[src/rtl/dff_bank_seq.sv]
// Sequencer driving a D flip-flop bank: load strobes, preset/clear pulses, shifts.
// Keeps a shadow copy of the bank contents in bank_val.
module dff_bank_seq #(
  parameter int WIDTH   = 8,
  parameter int PULSE_W = 2,
  parameter int RECOV   = 1,
  parameter int CW      = 4
) (
  input  logic             clk,
  input  logic             clr,
  input  logic             cmd_valid,
  output logic             cmd_ready,
  input  logic [2:0]       cmd_op,
  input  logic [WIDTH-1:0] cmd_data,
  input  logic [CW-1:0]    cmd_cnt,
  output logic [WIDTH-1:0] bank_d,
  output logic             bank_ce,
  output logic             bank_prn,
  output logic             bank_clrn,
  output logic [WIDTH-1:0] bank_val,
  output logic             busy,
  output logic             done,
  output logic             err
);

  localparam int KW =
    CW + $clog2(WIDTH + PULSE_W + RECOV + 1);

  localparam logic [KW-1:0] W_K  = KW'(WIDTH);
  localparam logic [KW-1:0] PW_K = KW'(PULSE_W - 1);
  localparam logic [KW-1:0] RC_K =
    KW'((RECOV > 0) ? RECOV - 1 : 0);

  localparam logic [2:0] OP_NOP = 3'b000;
  localparam logic [2:0] OP_LD  = 3'b001;
  localparam logic [2:0] OP_CLR = 3'b010;
  localparam logic [2:0] OP_PRE = 3'b011;
  localparam logic [2:0] OP_SHL = 3'b100;
  localparam logic [2:0] OP_SHR = 3'b101;

  typedef enum logic [2:0] {
    S_IDLE, S_LOAD, S_PULSE, S_RECOV, S_SHIFT
  } state_t;

  state_t          state_q, state_n;
  logic [KW-1:0]   cnt_q, cnt_n, n_k;
  logic            dir_q, dir_n;
  logic            fill_q, fill_n;
  logic [WIDTH-1:0] d_n, val_n;
  logic            ce_n, prn_n, clrn_n;
  logic            done_n, err_n, acc;

  // dir 0 shifts left, 1 shifts right; fill enters the vacated end
  function automatic logic [WIDTH-1:0] shift_f(
    input logic [WIDTH-1:0] v,
    input logic             dir,
    input logic             fill
  );
    if (dir) shift_f = {fill, v[WIDTH-1:1]};
    else     shift_f = {v[WIDTH-2:0], fill};
  endfunction

  assign cmd_ready = (state_q == S_IDLE) & ~clr;
  assign busy      = (state_q != S_IDLE);
  assign acc       = cmd_valid & cmd_ready;
  assign n_k       = (KW'(cmd_cnt) > W_K) ?
                     W_K : KW'(cmd_cnt);

  always_comb begin
    state_n = state_q;
    cnt_n   = cnt_q;
    dir_n   = dir_q;
    fill_n  = fill_q;
    d_n     = bank_d;
    val_n   = bank_val;
    ce_n    = 1'b0;
    prn_n   = 1'b1;
    clrn_n  = 1'b1;
    done_n  = 1'b0;
    err_n   = 1'b0;
    unique case (state_q)
      S_IDLE: if (acc) begin
        unique case (1'b1)
          (cmd_op == OP_NOP): done_n = 1'b1;
          (cmd_op == OP_LD): begin
            state_n = S_LOAD;
            d_n     = cmd_data;
            val_n   = cmd_data;
            ce_n    = 1'b1;
          end
          (cmd_op == OP_CLR),
          (cmd_op == OP_PRE): begin
            state_n = S_PULSE;
            cnt_n   = PW_K;
            prn_n   = ~cmd_op[0];
            clrn_n  = cmd_op[0];
            val_n   = {WIDTH{cmd_op[0]}};
          end
          (cmd_op == OP_SHL),
          (cmd_op == OP_SHR): begin
            if (n_k == '0) begin
              done_n = 1'b1;
            end else begin
              state_n = S_SHIFT;
              cnt_n   = n_k - 1'b1;
              dir_n   = cmd_op[0];
              fill_n  = cmd_data[0];
              d_n     = shift_f(bank_val, cmd_op[0],
                                cmd_data[0]);
              val_n   = d_n;
              ce_n    = 1'b1;
            end
          end
          default: err_n = 1'b1;
        endcase
      end
      S_LOAD: begin
        state_n = S_IDLE;
        done_n  = 1'b1;
      end
      S_PULSE: begin
        if (cnt_q == '0) begin
          if (RECOV == 0) begin
            state_n = S_IDLE;
            done_n  = 1'b1;
          end else begin
            state_n = S_RECOV;
            cnt_n   = RC_K;
          end
        end else begin
          cnt_n  = cnt_q - 1'b1;
          prn_n  = bank_prn;
          clrn_n = bank_clrn;
        end
      end
      S_RECOV: begin
        if (cnt_q == '0) begin
          state_n = S_IDLE;
          done_n  = 1'b1;
        end else begin
          cnt_n = cnt_q - 1'b1;
        end
      end
      S_SHIFT: begin
        if (cnt_q == '0) begin
          state_n = S_IDLE;
          done_n  = 1'b1;
        end else begin
          cnt_n = cnt_q - 1'b1;
          d_n   = shift_f(bank_val, dir_q, fill_q);
          val_n = d_n;
          ce_n  = 1'b1;
        end
      end
      default: state_n = S_IDLE;
    endcase
  end

  always_ff @(posedge clk) begin
    if (clr) begin
      state_q   <= S_IDLE;
      cnt_q     <= '0;
      dir_q     <= 1'b0;
      fill_q    <= 1'b0;
      bank_d    <= '0;
      bank_val  <= '0;
      bank_ce   <= 1'b0;
      bank_prn  <= 1'b1;
      bank_clrn <= 1'b1;
      done      <= 1'b0;
      err       <= 1'b0;
    end else begin
      state_q   <= state_n;
      cnt_q     <= cnt_n;
      dir_q     <= dir_n;
      fill_q    <= fill_n;
      bank_d    <= d_n;
      bank_val  <= val_n;
      bank_ce   <= ce_n;
      bank_prn  <= prn_n;
      bank_clrn <= clrn_n;
      done      <= done_n;
      err       <= err_n;
    end
  end

endmodule
[config.mk]
export PLATFORM = sky130hd
export DESIGN_NAME = dff_bank_seq
export DESIGN_NICKNAME = d
export VERILOG_FILES = /design/src/rtl/dff_bank_seq.sv
export SDC_FILE = /design/constraint.sdc
export NUM_CORES = 1
export LEC_CHECK = 0
export CORE_MARGIN = 5
export CORE_UTILIZATION = 50
export DETAILED_ROUTE_END_ITERATION = 12
export PLACE_DENSITY = 0.78
export SLEW_MARGIN = 0
export SYNTH_ARGS = -nofsm -noshare
export SYNTH_HDL_FRONTEND = slang
export SYNTH_SLANG_ARGS = --single-unit
[constraint.sdc]
create_clock -name clk -period 2.81 [get_ports clk]
set_clock_uncertainty 0.05 [all_clocks]
set_input_delay 0.7025 -clock clk [delete_from_list [all_inputs] [get_ports clk]]
set_output_delay 0.7025 -clock clk [all_outputs]
set_load 0.1 [all_outputs]
**Word level (Yosys, flattened, before mapping)**

Cells that the tools add are included.
W data, S select, Z words.

- Register bits after elaboration: 34
- Latch bits: 0
- RAM bits: 0
- Memory bits (read-only): 0
- Input bits: 18
- Output and inout port bits: 23
- Logic and storage cells: 97
- Memories kept: 0

- Add/sub/neg operators: 2
- $mul: 0
- Divide/modulo/power cells: 0
- $lt $le $gt $ge: 1
- Equal/unequal tests: 18
- Shift operators: 0
- Multiplexer cells: 41
- Bitwise logic cells: 7
- Reductions and logical operators: 17

Operators by type and width:

| cell | count |
|---|---|
| $mux W8 | 10 |
| $pmux W8 S2 | 4 |
| $pmux W8 S3 | 2 |
| $reduce_and A5 Y1 | 4 |
| $pmux W3 S3 | 2 |
| $logic_not A8 Y1 | 2 |
| $eq A3 B2 Y1 const B | 4 |
| $mux W1 | 12 |
| $mux W3 | 4 |
| $pmux W1 S2 | 5 |
| $eq A3 B3 Y1 const B | 3 |
| $ne A2 B2 Y1 const B | 4 |
| $sub A8 B1 Y8 const B | 1 |
| $eq A3 B1 Y1 const B | 2 |
| $logic_not A3 Y1 | 2 |
| $ne A3 B1 Y1 const B | 2 |
| $reduce_bool A3 Y1 | 2 |
| $reduce_or A2 Y1 | 3 |
| $reduce_or A6 Y1 | 1 |
| $not A1 Y1 | 5 |
| $sub A4 B1 Y5 const B | 1 |
| $gt A4 B4 Y1 const B | 1 |
| $mux W4 | 1 |
| $ne A4 B1 Y1 const B | 1 |
| 7 further kinds | 8 |

**Logic depth before layout (Yosys ltp)**

Gate-level depths: netlist of the first run.

- Depth after elaboration: 7
- Depth in mapped cells: 9
- Mapped depth without buffers: 7

**Least setup slack after synthesis of the first run**

OpenSTA, ideal clock, no wires.

- Path kind: reg2out
- Start point: reg state_q[2]
- End point: out cmd_ready
- Data arrival time: 2.312 ns
- Data required time: 2.058 ns
- Slack: -0.254 ns
- Cell stages (with the launch flop): 5
- Path buffers: 2
- Path through: dfxtp_1 buf_6 or3_4 buf_6 nor2_1

- Cells in the longest elaborated chain, start to end: 2

RTL lines:

| item | line | RTL |
|---|---|---|
| start: declaration | 45 | `state_t state_q, state_n;` |
| start signal: assignment | 173 | `state_q <= state_n;` |
| $logic_not A3 Y1 | 63 | `assign cmd_ready = (state_q == S_IDLE) & ~clr;` |
| $and A1 B1 Y1 | 63 |  |
| end: declaration | 12 | `output logic cmd_ready,` |

No other way between the ends.

**Final worst setup path of the first run**

- Start point: in cmd_cnt[3]
- End point: reg bank_d[0]

- Cells in the longest elaborated chain, start to end: 5

RTL lines:

| item | line | RTL |
|---|---|---|
| start: declaration | 15 | `input logic [CW-1:0] cmd_cnt,` |
| $gt A4 B4 Y1 | 66 | `assign n_k = (KW'(cmd_cnt) > W_K) ?` |
| $mux W4 (*) | 66 |  |
| $logic_not A8 Y1 (*) | 101 | `if (n_k == '0) begin` |
| $ne A3 B3 Y1 (no line) (*) | -- |  |
| $reduce_and A5 Y1 (no line) (*) | -- |  |
| end signal: assignment | 177 | `bank_d <= d_n;` |
| end: declaration | 16 | `output logic [WIDTH-1:0] bank_d,` |

Every way passes the cells marked *; elsewhere a longest branch is shown, timed or not.
A chain may end at the register's enable or synchronous reset.

==> results.sh, run 1 <==
export IMPL_ys_warnings_count=0
export IMPL_cts_tree="built"
export IMPL_diodes=0
export IMPL_critPathMaxStageDelay_ps=470
export IMPL_drt_iter0_markers=136
export IMPL_synth_nets=305
export IMPL_dp_cells=391
export IMPL_p_total_mw=3.59
export IMPL_wl_met2_mm=3.24
export IMPL_maxSlewHeadroom_pct=69.1
export IMPL_io_buffers=40
export IMPL_drt_met1_wl_mm=2.74
export IMPL_design_area_mm2=0.00298
export IMPL_antenna_found_initial=0
export IMPL_initial_core_util_pct=51.3
export IMPL_pin_count=41
export IMPL_die_w_um=79.6
export IMPL_ys_top_cells_by_area="dfxtp_1 28%, mux2i_1 8.7%, mux2_2 5.1%"
export IMPL_area_growth_pct=22.8
export IMPL_drive_above_1_share_pct=24.4
export IMPL_setup_violations=0
export IMPL_hold_slack_ps=427
export IMPL_avgSynthCellArea_um2=8.54
export IMPL_h_tree_depth=2
export IMPL_synth_cell_types=55
export IMPL_synth_top_area_share_pct=28.1
export IMPL_synth_cells=284
export IMPL_power_share_clock_pct=11.0
export IMPL_clockBufferDepth=2
export IMPL_period_minus_slack_ps=2670
export IMPL_place_ws_ps=-170
export IMPL_syn_cell_area_mm2=0.00242
export IMPL_vias_per_cell=5.85
export IMPL_path_class="input pin to flip-flop"
export IMPL_synthArstFlopShare_pct=0
export IMPL_placedInstanceArea_mm2=0.00288
export IMPL_fmax_mhz=375
export IMPL_grt_pass1_wl_mm=10.6
export IMPL_hold_violations=0
export IMPL_worst_slew_pin_slew_ps=463
export IMPL_drv_cap=0
export IMPL_post_cts_setup_buffers=0
export IMPL_crit_fanout=6
export IMPL_clk_pin_slew_ps=70
export IMPL_cp_start_kind="input pin"
export IMPL_ant_nets=0
export IMPL_via_count=2336
export IMPL_numCtsBuffers=5
export IMPL_rsz0062_at_grt="no"
export IMPL_netSwitchingFraction_pct=54.0
export IMPL_routed_wirelength_mm=6.47
export IMPL_power_switching_mw=1.94
export IMPL_synth_edff_count=0
export IMPL_hold_class="flip-flop to flip-flop"
export IMPL_ir_worst_vdd_mv=0.789
export IMPL_cp_num_buf_inv=1
export IMPL_finalWorstSetupSlack_ps=142
export IMPL_drc=0
export IMPL_required_ps=2990
export IMPL_fp_coreArea_mm2=0.00472
export IMPL_die_area_mm2=0.00634
export IMPL_combPwrFrac_pct=66.5
export IMPL_slowest_stage="a2111oi_2"
export IMPL_synth_seq_area_share_pct=28.1
export IMPL_static_leakage_power_nw=1.19
export IMPL_routabilityCongestion=0.880
export IMPL_synth_top_cell_by_area="dfxtp_1"
export IMPL_routedWlPerCell_um=16.2
export IMPL_grt_use_total_pct=21.0
export IMPL_critPathCaptureType="flip-flop"
export IMPL_cts_root_buf="clkbuf_8"
export IMPL_clk_latency_ps=290
export IMPL_grt_start_max_net_pins=20
export IMPL_grt_ovfl_total=0
export IMPL_grt_pass1_vias=2271
export IMPL_ys_flop_type="dfxtp_1"
export IMPL_cts_hold_buf=0
export IMPL_p_per_area_mw_per_mm2=1210
export IMPL_finalMaxSlewViolations=0
export IMPL_status="completed"
export IMPL_arrival_ps=2850
export IMPL_nets=352
export IMPL_ys_ff_latch=34
export IMPL_power_frac_seq_pct=22.6
export IMPL_firstDrtPassIters=4
export IMPL_fp_dieH_um=79.6
export IMPL_wl_met3_um=306
export IMPL_clock_sinks=34
export IMPL_final_cells=399
export IMPL_p_int_mw=1.65
export IMPL_hpwl_mm=4.82
export IMPL_crit_chain="clkdlybuf4s50_1, nand2b_1, ha_1, nor3b_4, a2111oi_2, o21ai_4, or4_1, a21oi_1"
export IMPL_timing_final_crit_share_pct=95.0
export IMPL_top_layer="met4"
export IMPL_rows=25
export IMPL_crit_family="simple AND/OR/NAND/NOR gates"
## cells in the final DEF, fill, tap and decap left out, types with 3 or more instances in the layout
| master | synthesis | final |
|---|---|---|
| a31oi_1 | 6 | 6 |
| inv_1 | 6 | 6 |
| nor3_1 | 14 | 14 |
| a311oi_1 | 8 | 8 |
| nand2_1 | 16 | 16 |
| ha_1 | 3 | 3 |
| or4_1 | 4 | 4 |
| buf_4 | 0 | 43 |
| xor2_1 | 3 | 3 |
| a211o_1 | 5 | 5 |
| mux2_2 | 11 | 11 |
| and2_1 | 3 | 3 |
| dfxtp_1 | 34 | 34 |
| a21oi_1 | 17 | 17 |
| mux2i_1 | 21 | 21 |
| nand2b_1 | 6 | 6 |
| nor4_1 | 4 | 4 |
| nand3_1 | 4 | 4 |
| o21ai_0 | 23 | 23 |
| a211oi_1 | 7 | 7 |
| nor2b_1 | 3 | 3 |
| nor2_1 | 27 | 26 |
| clkbuf_8 | 6 | 6 |
| clkdlybuf4s50_1 | 0 | 17 |
## power groups by stage
stage               Sequential, mW  Clock, mW  Combinational [mW]
floorplan                     1.38          0                1.31
global placement             0.814          0                2.35
detailed placement           0.818          0                2.38
CTS                          0.808      0.394                2.39
global route                 0.839      0.421                2.54
finish                       0.810      0.394                2.39
## cell usage after synthesis (all sizes together), types with 2 or more instances
cell type  instances
o22ai              2
nor4               5
clkbuf            16
nor2b              3
o32a               2
nor3              14
nand2             16
a2111oi            2
or2                3
inv                6
or3b               2
xnor2              2
or3                2
and2               3
buf                6
or4                4
a311oi             8
a31oi              6
mux2i             21
a21oi             17
xor2               3
dfxtp             34
mux2              11
nand2b             7
and2b              2
a211oi             7
ha                 3
nand3              4
nor3b              4
o21ai             24
nor2              27
a211o              5
## sequential cells by signal (all words and copies together) (netlist names)
signal     flops
bank_ce        1
bank_clrn      1
bank_d         8
bank_prn       1
bank_val       8
cnt_q          8
dir_q          1
done           1
err            1
fill_q         1
state_q        3
## stage by stage
stage | TNS (ps) | util, %
after global placement | -588 | 60.9
after CTS | 0 | 62.9
after floorplan | 0 | -
after global routing | 0 | 63.0
after detailed placement | -1490 | 60.9
final | 0 | 63.0
## routing by layer
layer	vias to the layer above	track usage [%]
li1	1162	-
met1	1091	24.6
met2	65	36.6
met3	18	4.74
met4	0	8.93
met5	-	0
## worst min-delay path: stages, from the launching register on
cell and delay (ps):
dfxtp_1 320, nand2_1 60, a21oi_1 60
## cell families (layout without fill, tap and decap cells)
family	count (synthesis)	in the layout	share of synthesized area (%)
buf+inv	28	76	7.89
fa+ha+maj	3	3	1.55
mux	32	32	13.8
compound gates	85	85	25.2
simple gates	97	97	21.7
xor+xnor	5	5	1.81
flops	34	34	28.1
## repair_timing
action                     4_1_cts  5_1_grt
setup endpoints to repair        0        2
gates resized for setup          0        1
hold endpoints to repair         0        0
## area by class of cell
class	instances	area, um2
fillers	414	1750
inverters	6	22.5
multi-input cells	222	1560
flip-flops and latches	34	681
clock inverters	2	12.5
repair buffers	62	533
clock buffers	6	82.6
well taps	67	83.8
## final timing paths
path	start	endpoint	slack (ps)	cells after the start
hold / removal	bank_d[0]	bank_d[0]	430	2
hold reg to reg	bank_d[0]	bank_d[0]	430	2
setup / recovery	cmd_cnt[3]	bank_d[0]	140	8
setup reg to reg	cnt_q[0]	cnt_q[6]	520	7
Power figures use the tool's default switching activity.
==> inputs of run 2 (changes only) <==
--- a/config.mk
+++ b/config.mk
@@ -5,9 +5,9 @@
 export SDC_FILE = /design/constraint.sdc
 export NUM_CORES = 1
 export LEC_CHECK = 0
-export CORE_MARGIN = 5
 export CORE_UTILIZATION = 50
 export DETAILED_ROUTE_END_ITERATION = 12
+export HOLD_SLACK_MARGIN = 0.05
 export PLACE_DENSITY = 0.78
 export SLEW_MARGIN = 0
 export SYNTH_ARGS = -nofsm -noshare
==> run 2 against run 1 <==
  * Clock power down 3%
  * First-iteration DRC count rose by 22%
  * Routed wire length is 1.3% lower
  * Highest routed layer unchanged
==> results.sh, run 2 (synthesis gave the netlist of run 1 again) <==
export IMPL_cts_tree="built"
export IMPL_r2r_slack_ps=560
export IMPL_path_class="input pin to flip-flop"
export IMPL_fp_dieH_um=71.6
export IMPL_ir_worst_vdd_mv=0.724
export IMPL_critPathMaxStageDelay_ps=490
export IMPL_netSwitchingFraction_pct=53.9
export IMPL_routabilityCongestion=0.816
export IMPL_rr_startpoint="cnt_q[0]"
export IMPL_reg_top3="bank_d: 8 flops, bank_val: 8 flops, cnt_q: 8 flops"
export IMPL_crit_family="compound AO/OA/AOI/OAI gates"
export IMPL_setup_violations=0
export IMPL_fp_coreArea_mm2=0.00450
export IMPL_rows=24
export IMPL_arrival_ps=2840
export IMPL_power_share_clock_pct=10.7
export IMPL_diodes=0
export IMPL_crit_chain="clkdlybuf4s50_1, nand2b_1, ha_1, nor3b_2, o21ai_0, a31o_2, and2_1, buf_4, a311oi_1"
export IMPL_layout_commonest_cell="buf_4"
export IMPL_hold_class="flip-flop to flip-flop"
export IMPL_die_area_mm2=0.00513
export IMPL_area_growth_pct=21.7
export IMPL_nets=352
export IMPL_worst_slew_pin_slew_ps=477
export IMPL_fin_tns_setup_ps=0
export IMPL_fill_cells=385
export IMPL_h_tree_depth=2
export IMPL_clock_sinks=34
export IMPL_static_leakage_power_nw=1.19
export IMPL_period_minus_slack_ps=2710
export IMPL_crit_cells=9
export IMPL_routedWlPerCell_um=16.6
export IMPL_vias_per_cell=6.15
export IMPL_r2r_end="cnt_q[6]"
export IMPL_cts_hold_buf=0
export IMPL_timing_final_crit_share_pct=96.3
export IMPL_clockBufferDepth=2
export IMPL_antenna_found_initial=0
export IMPL_grt_pass1_vias=2191
export IMPL_cp_num_buf_inv=2
export IMPL_hpwl_mm=4.68
export IMPL_cp_endpoint="bank_val[5]"
export IMPL_r2r_cells=7
export IMPL_slowest_stage="clkdlybuf4s50_1"
export IMPL_ant_nets=0
export IMPL_drt_iter0_markers=166
export IMPL_clk_latency_ps=290
export IMPL_p_int_mw=1.65
export IMPL_postLayoutCoreUtil_pct=65.5
export IMPL_min_path_cells=2
export IMPL_power_frac_seq_pct=22.7
export IMPL_grt_start_max_net_pins=20
export IMPL_grt_pass1_wl_mm=10.3
export IMPL_cts_root_buf="clkbuf_8"
export IMPL_finalMaxSlewViolations=0
export IMPL_io_buffers=40
export IMPL_rsz0062_at_grt="no"
export IMPL_final_cells=384
export IMPL_cts_resized=0
export IMPL_initial_core_util_pct=53.8
export IMPL_pin_count=41
export IMPL_grt_ovfl_total=0
export IMPL_power_switching_mw=1.93
export IMPL_p_per_area_mw_per_mm2=1210
export IMPL_post_cts_setup_buffers=0
export IMPL_status="completed"
export IMPL_clk_pin_slew_ps=70
export IMPL_grt_use_total_pct=25.7
export IMPL_critPathCaptureType="flip-flop"
export IMPL_die_w_um=71.6
export IMPL_fmax_mhz=370
export IMPL_hold_violations=0
export IMPL_numCtsBuffers=5
export IMPL_combPwrFrac_pct=66.6
export IMPL_dp_cells=376
export IMPL_crit_fanout=6
export IMPL_drv_cap=0
export IMPL_layout_common_cells="43 x buf_4, 34 x dfxtp_1, 26 x nor2_1"
export IMPL_drc=0
export IMPL_cp_start_kind="input pin"
export IMPL_maxSlewHeadroom_pct=68.2
export IMPL_startpoint="cmd_cnt[3]"
export IMPL_routed_wirelength_mm=6.39
export IMPL_required_ps=2950
export IMPL_firstDrtPassIters=4
export IMPL_via_count=2362
export IMPL_drive_above_1_share_pct=24.4
## run 2: through the flow
stage	hold WS, ps	cell area [um2]	total power, mW	worst slack (ps)
after floorplan	429	2430	2.68	226
after global placement	414	2860	3.16	-106
after detailed placement	422	2860	3.19	-175
after CTS	432	2950	3.58	113
after global routing	462	2950	3.78	3.70
final	427	2950	3.58	105
## run 2: layout make-up
class                      instances  area (um2)  share of cell area (%)
inverter                           6        22.5                   0.763
clock inverter                     2        12.5                   0.424
timing repair buffer              62         533                    18.1
multi-input combinational        222        1560                    52.7
sequential                        34         681                    23.1
tap                               52        65.1                    2.20
clock buffer                       6        82.6                    2.80
## run 2: power by group through the flow
stage                     clock network (mW)  logic, mW  registers, mW
final                                  0.384       2.39          0.812
after detailed placement                   0       2.37          0.818
after CTS                              0.387       2.38          0.809
after global routing                   0.413       2.53          0.832
after global placement                     0       2.35          0.813
after floorplan                            0       1.31           1.38
## run 2: worst min path at each step
stage,start,slack [ps],end
CTS,bank_d[0],430,bank_d[0]
global route,bank_d[0],460,bank_d[0]
floorplan,fill_q,430,fill_q
global placement,bank_d[0],410,bank_d[0]
detailed placement,bank_d[0],420,bank_d[0]
finish,bank_d[0],430,bank_d[0]
## run 2: worst register-to-register path: cells and delay by family (launching register included)
kind | cells | cell delay, ps
compound gates | 3 | 670
fa+ha+maj | 1 | 350
buf+inv | 2 | 230
flops | 1 | 330
simple gates | 1 | 490
## run 2: per-layer routing
metal | vias up | global-route usage [%] | part of all wire [%]
met5 | - | 0 | 0
met4 | 0 | 8.50 | 1.6
met3 | 9 | 5.06 | 4.7
met2 | 70 | 47.3 | 52
met1 | 1115 | 29.5 | 41
li1 | 1168 | - | -
